===== src/rtl/serial_subtractor.sv =====
// ---------------------------------------------------------------------------
// serial_subtractor
//
// Bit-serial two's-complement subtractor: diff = a - b, one bit per clock,
// LSB first. A full-subtractor cell and a borrow flip-flop do the arithmetic.
// A three-state FSM (IDLE -> SHIFT -> DONE) runs the start/busy/done handshake.
//
// Optional feature (compile-time macro SERIAL_SUB_ZFLAG_EN):
//   adds a 'zero' output. It is computed serially by OR-accumulating every
//   difference bit as it is produced, so no WIDTH-wide compare is needed.
//
// Latency : start accepted at edge N -> busy in cycles N+1..N+WIDTH,
//           done in cycle N+WIDTH+1.
// Reset   : synchronous, active-low.
// ---------------------------------------------------------------------------
module serial_subtractor #(
  parameter int WIDTH = 32          // operand width, legal range 2..64
) (
  input  logic             clk,
  input  logic             rst_n,
  input  logic             start,
  input  logic [WIDTH-1:0] a,
  input  logic [WIDTH-1:0] b,
  output logic [WIDTH-1:0] diff,
  output logic             bout,
  output logic             overflow,
  output logic             busy,
  output logic             done
`ifdef SERIAL_SUB_ZFLAG_EN
  ,
  output logic             zero
`endif
);

  // Counter wide enough to index WIDTH-1 bits.
  localparam int CW = (WIDTH > 1) ? $clog2(WIDTH) : 1;

  typedef enum logic [1:0] {
    IDLE  = 2'd0,
    SHIFT = 2'd1,
    DONE  = 2'd2
  } state_t;

  state_t state, state_next;

  // Operand shift registers. Both are consumed from bit 0.
  logic [WIDTH-1:0] a_sh;
  logic [WIDTH-1:0] b_sh;

  // The result is assembled from the MSB end, so after WIDTH shifts each
  // difference bit sits at its own index.
  logic [WIDTH-1:0] res;

  logic             borrow;
  logic [CW-1:0]    count;
  logic             a_msb;
  logic             b_msb;

`ifdef SERIAL_SUB_ZFLAG_EN
  logic             zacc;           // OR of all difference bits so far
`endif

  // Full-subtractor cell operands for the current bit.
  logic x, y, d, borrow_next, last_bit;
  logic [WIDTH-1:0] res_next;

  // Full-subtractor cell: difference and borrow for the current bit.
  always_comb begin
    x           = a_sh[0];
    y           = b_sh[0];
    d           = x ^ y ^ borrow;
    borrow_next = (~x & y) | (~x & borrow) | (y & borrow);
    res_next    = {d, res[WIDTH-1:1]};
    last_bit    = (count == CW'(WIDTH - 1));
  end

  // FSM state register.
  always_ff @(posedge clk) begin
    if (!rst_n) begin
      state <= IDLE;
    end else begin
      // NOTE: sequential state uses non-blocking (<=) so every flop samples
      // pre-edge values; blocking here would create order-dependent races.
      state <= state_next;
    end
  end

  // FSM next-state and the handshake outputs.
  always_comb begin
    // NOTE: every output of this block gets a default first, so no path
    // leaves a signal unassigned and no latch is inferred.
    state_next = state;
    busy       = 1'b0;
    done       = 1'b0;
    unique case (state)
      IDLE: begin
        if (start) state_next = SHIFT;
      end
      SHIFT: begin
        busy = 1'b1;
        if (last_bit) state_next = DONE;
      end
      DONE: begin
        done       = 1'b1;
        state_next = IDLE;          // start is ignored in DONE
      end
      default: state_next = IDLE;
    endcase
  end

  // Datapath: operand capture, serial subtraction, result publication.
  always_ff @(posedge clk) begin
    if (!rst_n) begin
      a_sh     <= '0;
      b_sh     <= '0;
      res      <= '0;
      borrow   <= 1'b0;
      count    <= '0;
      a_msb    <= 1'b0;
      b_msb    <= 1'b0;
      diff     <= '0;
      bout     <= 1'b0;
      overflow <= 1'b0;
`ifdef SERIAL_SUB_ZFLAG_EN
      zacc     <= 1'b0;
      zero     <= 1'b0;
`endif
    end else begin
      unique case (state)
        IDLE: begin
          // Published results hold until a new operation is accepted.
          if (start) begin
            a_sh   <= a;
            b_sh   <= b;
            a_msb  <= a[WIDTH-1];
            b_msb  <= b[WIDTH-1];
            borrow <= 1'b0;
            count  <= '0;
`ifdef SERIAL_SUB_ZFLAG_EN
            zacc   <= 1'b0;
`endif
          end
        end
        SHIFT: begin
          a_sh   <= a_sh >> 1;
          b_sh   <= b_sh >> 1;
          res    <= res_next;
          borrow <= borrow_next;
          count  <= count + CW'(1);
`ifdef SERIAL_SUB_ZFLAG_EN
          zacc   <= zacc | d;
`endif
          // On the last bit, register the finished result so it is visible
          // in the DONE cycle and stays stable afterwards.
          if (last_bit) begin
            diff     <= res_next;
            bout     <= borrow_next;
            overflow <= (a_msb != b_msb) && (d != a_msb);
`ifdef SERIAL_SUB_ZFLAG_EN
            zero     <= ~(zacc | d);
`endif
          end
        end
        default: ;                  // DONE: results already published
      endcase
    end
  end

endmodule

===== config.mk =====
export PLATFORM = sky130hd
export DESIGN_NAME = serial_subtractor
export DESIGN_NICKNAME = d
export VERILOG_FILES = /design/src/rtl/serial_subtractor.sv
export SDC_FILE = /design/constraint.sdc
export NUM_CORES = 1
export LEC_CHECK = 0
export ABC_AREA = 0
export CELL_PAD_IN_SITES_DETAIL_PLACEMENT = 1
export CELL_PAD_IN_SITES_GLOBAL_PLACEMENT = 1
export CORE_ASPECT_RATIO = 2
export CORE_UTILIZATION = 34
export CTS_CLUSTER_DIAMETER = 40
export DETAILED_ROUTE_END_ITERATION = 8
export PLACE_DENSITY = 0.74
export SYNTH_ARGS = -nofsm -noshare
export SYNTH_HDL_FRONTEND = slang
export SYNTH_SLANG_ARGS = --single-unit

===== constraint.sdc =====
create_clock -name clk -period 1.6 [get_ports clk]
set_clock_uncertainty 0.1 [all_clocks]
set_input_delay 0.16 -clock clk [delete_from_list [all_inputs] [get_ports clk]]
set_output_delay 0.16 -clock clk [all_outputs]
set_load 0.05 [all_outputs]

Yosys cells after proc, flatten, opt, wreduce, memory -nomap -nowiden
Cells that the tools add are included.
- bits in registers: 140
- input bits: 67
- output and inout port bits: 36
- add/subtract/negate cells: 1
- equal/unequal tests: 7
- mux-type cells: 13
- bitwise operators: 8
- reductions and logical operators: 7
- operators by type and width (kind ; number):
    32-bit case mux with 2 select lines ; 2
    32-bit 2-to-1 mux ; 2
    5-bit case mux with 2 select lines ; 1
    2-bit AND reduction ; 4
    5-bit by 1-bit adder with 5-bit output, second input constant ; 1
    5-bit == test, second input constant ; 1
    5-bit 2-to-1 mux ; 1
    2-bit 2-to-1 mux ; 2
    2-bit != test, second input constant ; 2
    2-bit case mux with 2 select lines ; 1
    1-bit bitwise AND ; 3
    1-bit 2-to-1 mux ; 3
    2-bit by 1-bit == test with 1-bit output, second input constant ; 1
    2-bit == test, second input constant ; 1
    2-bit logical NOT ; 1
    1-bit != test ; 2
    1-bit bitwise OR ; 2
    1-bit case mux with 2 select lines ; 1
    2-bit nonzero test ; 1
    1-bit bitwise XOR ; 2
    1-bit logical AND ; 1
    1-bit NOT ; 1

Longest topological paths before layout
- word-level depth: 5
- depth in mapped cells: 8
- gate-level depth less buffers: 6

Worst setup path before layout
No wires, ideal clock.
- path type: reg-to-reg
- from: register count[0]
- to: register diff[29]
- setup time: 0.132 ns
- arrival time: 1.468 ns
- path slack: -0.100 ns
- cell stages (with the launch flop): 9
- path buffers: 2
- clock period less this slack: 1.700 ns
- path through: dfxtp_1 -> ha_1 -> and3_1 -> ha_1 -> and3b_1 -> buf_2 -> buf_2 -> nand2_1 -> a21oi_1
- longest elaborated chain between the ends: 2
- RTL lines (what ; line ; RTL):
    start, declared ; 55 ; logic [CW-1:0] count;
    start signal, assigned ; 149 ; count <= count + CW'(1);
    5-bit == test ; 74 ; last_bit = (count == CW'(WIDTH - 1));
    2-bit AND reduction (no line) ; -- ;
    end signal, assigned ; 156 ; diff <= res_next;
    end, declared ; 24 ; output logic [WIDTH-1:0] diff,
No other way between the ends.
A chain may end at the register's enable or synchronous reset.

Worst setup path after layout
- from: register count[0]
- to: register diff[31]
Same word-level chain as after synthesis.

==> metrics.txt <==
result of the run=finished with violations; failing checks=setup timing; total power consumption of the routed design=approximately 8800 uW; highest attainable clock frequency=582.0 MHz; count of flip-flops with a built-in enable after synthesis=0; site row count=64; WL/cell=15.95 um; share of the cycle needed by the critical path after routing=107.4%; logic depth of the worst register-to-register path=7; most common cell after layout, fill and taps aside=nand2_1; routed via count=5074; post-synthesis instance area=5394 um^2; time the final worst path needs with I/O delays and setup=1.718 ns; kind of end point of the critical path=register; layout net count=848; total congestion overflow=0; core footprint=15370 um^2; Max-Cap Viols=0; proportion of layout cells with a drive suffix above 1=a little under a quarter; pin count of the biggest net entering global routing=76; clock-pin slew of the registers on the worst-case setup and hold paths=approximately 0.060 ns; Final Setup Violations=34; hold crit path type=input pin to register; pwr/cell area=between 1000 and 1500 nW/um^2; synthesized area per cell=about 7.9 um^2; residual antenna-violating net count after detailed routing=0; antenna diode count=0; main flop type after synthesis=dfxtp_1; Root Buffer Master=clkbuf_16; largest driver fanout on the critical path=4; cell count after synthesis=681; Buf/Inv on CP=2; final sum of negative setup slack=-2.000 ns; clock network latency to the later pin of the worst-skew pair=0.41 ns; critical-path cell list=ha_4, and3_4, ha_4, and3b_2, buf_6, buf_6, a211oi_4; total clock buffers created by CTS=17; Cell variety after synth=32; Tightest Pin Transition=0.3378 ns; net count of the mapped netlist=751; number of antenna violations at the first check in global routing=0; portion of the post-synthesis area used by sequential elements=51.59%; data arrival time at the worst-slack endpoint=approximately 1.9 ns; Layout area overhead=42.54%; worst path setup slack after routing=-0.1181 ns; slowest stage cell, crit path=dfxtp_2; first-pass iteration count of the detailed router=4; Critical R2R Capture=diff[31]; Remaining DRCs=0; Die Span Y=~180 um; Async SR Flop Fraction=0%; final wirelength=approximately 16 mm; Final Hold Vio Count=0; highest-count cells in the layout ignoring fill and taps=nand2_1, a21oi_1, dfxtp_1; slew margin rel.=77.45%; cell depth of the worst min-delay path=3; maximum count of clock buffers along a single path=2; flip-flop and latch count after synthesis=~140; setup repair after global routing missed its margin=true; total of warnings raised by yosys=0; CTS tree=done; highest cell delay on the worst timing path=0.33 ns; number of vias per cell=5.130; port buffer count=102; global-route usage over all layers=19.78%; kind of start point of the critical path=register; leakage power summed over all cells=0.003066 uW; Crit Path Class=register to register; horizontal die dimension=91.07 um; via count of the first global-routing pass=roughly 5.3k; global-route wire length before repair=25.88 mm; Initial Utilization=35.08%; r2r startpoint=count[0]; hold endpoint=b_sh[5]; slack of the worst reg-to-reg path=-0.12 ns; hpwl dp=between 9 and 10 mm; Peak supply drop=about 0.73 mV; RePlAce Congestion=0.7382; Die ar.=16400 um^2; depth of the CTS H-tree=4; data required time at the worst endpoint=1.82 ns; max-slew violation total from the final report=0; WP depth=7; hold wc startpoint=b[5]; Top Ports=103; drt first-iter violations=182; total number of clock tree sinks=approximately 140; kind of cell adding the most delay to the critical path=simple AND/OR/NAND/NOR gates
-- cell usage after synthesis, types with 3 or more instances --
cell type,n,area share [%]
o21ai_0,62,5.8
dfxtp_1,139,52
nand2_1,188,13
a22oi_1,5,0.70
mux2i_1,3,0.56
nor2_1,12,0.84
a21oi_1,186,17
buf_4,4,0.56
clkbuf_1,15,1.0
buf_2,31,2.9
buf_6,6,1.3
-- how the worst max path moves through the flow --
stage / start / endpoint / slack [ns]
final: count[0] / diff[31] / -0.12
after global routing: count[0] / diff[31] / -0.14
after CTS: count[0] / diff[26] / -0.06
after detailed placement: count[0] / diff[26] / -0.15
after global placement: start / b_sh[18] / -0.02
after floorplan: count[0] / bout / 0.007
-- cells by family (layout without fill, tap and decap cells) --
group	Yosys count	after routing	share of synthesized area (%)
buffers and inverters	62	172	6.147
AND/OR/NAND/NOR	212	212	15.56
AO/OA/AOI/OAI	262	262	25.31
flip-flops	139	139	51.59
multiplexers	3	3	0.5567
adder cells (fa/ha/maj)	3	3	0.8350
-- routing by layer --
layer | wire [um] | up-vias | global-route usage, %
li1 | - | 2494 | -
met1 | 6233 | 2474 | 21.45
met2 | 8847 | 89 | 37.06
met3 | 375 | 17 | 3.544
met4 | 318 | 0 | 8.063
met5 | 0 | - | 0
-- through the flow --
step	utilization, %	worst slack (ns)	cell area, um^2	hold slack (ns)	instances
6_report	50.01	-0.1181	7689	0.2044	989
5_1_grt	50.01	-0.1414	7689	0.2039	989
4_1_cts	49.16	-0.05551	7559	0.1859	988
3_5_place_dp	42.62	-0.1545	6553	0.3505	948
3_3_place_gp	42.62	-0.02280	6553	0.3409	948
2_1_floorplan	-	0.007454	5424	0.1936	681
-- worst min-delay path, stage by stage --
cell             delay [ns]
clkdlybuf4s50_1        0.39
nand2_1                0.06
a21oi_1                0.05
-- sequential cells by signal, summed over array words and instances (netlist names) --
signal / count
a_sh: 32
b_sh: 32
diff: 32
res: 31
count: 5
state: 2
a_msb: 1
b_msb: 1
borrow: 1
bout: 1
overflow: 1
-- final cells by class --
type                            count  area, um^2
Clock inverter                     14       219.0
Tap cell                          198       247.7
Fill cell                        1815        7686
Inverter                            4       20.02
Timing Repair Buffer              136        1386
Clock buffer                       18       429.2
Multi-Input combinational cell    480        2600
Sequential cell                   139        2786
-- where the power goes --
part	leakage (uW)	switching (uW)	internal [uW]
Sequential	0.00114	82.5	3620
Clock	0.000310	1540	2780
Combinational	0.00162	454	375
-- timing repair --
| item | in CTS | in global routing |
|---|---|---|
| resized for setup | 72 | 36 |
| hold buffers | 1 | 0 |
| hold endpoints to repair | 3 | 0 |
| setup endpoints to repair | 36 | 45 |
| setup buffers | 4 | 2 |
| gates cloned | 3 | 0 |
| pin swaps | 20 | 14 |
No activity file was read; power rests on OpenSTA's default activity.
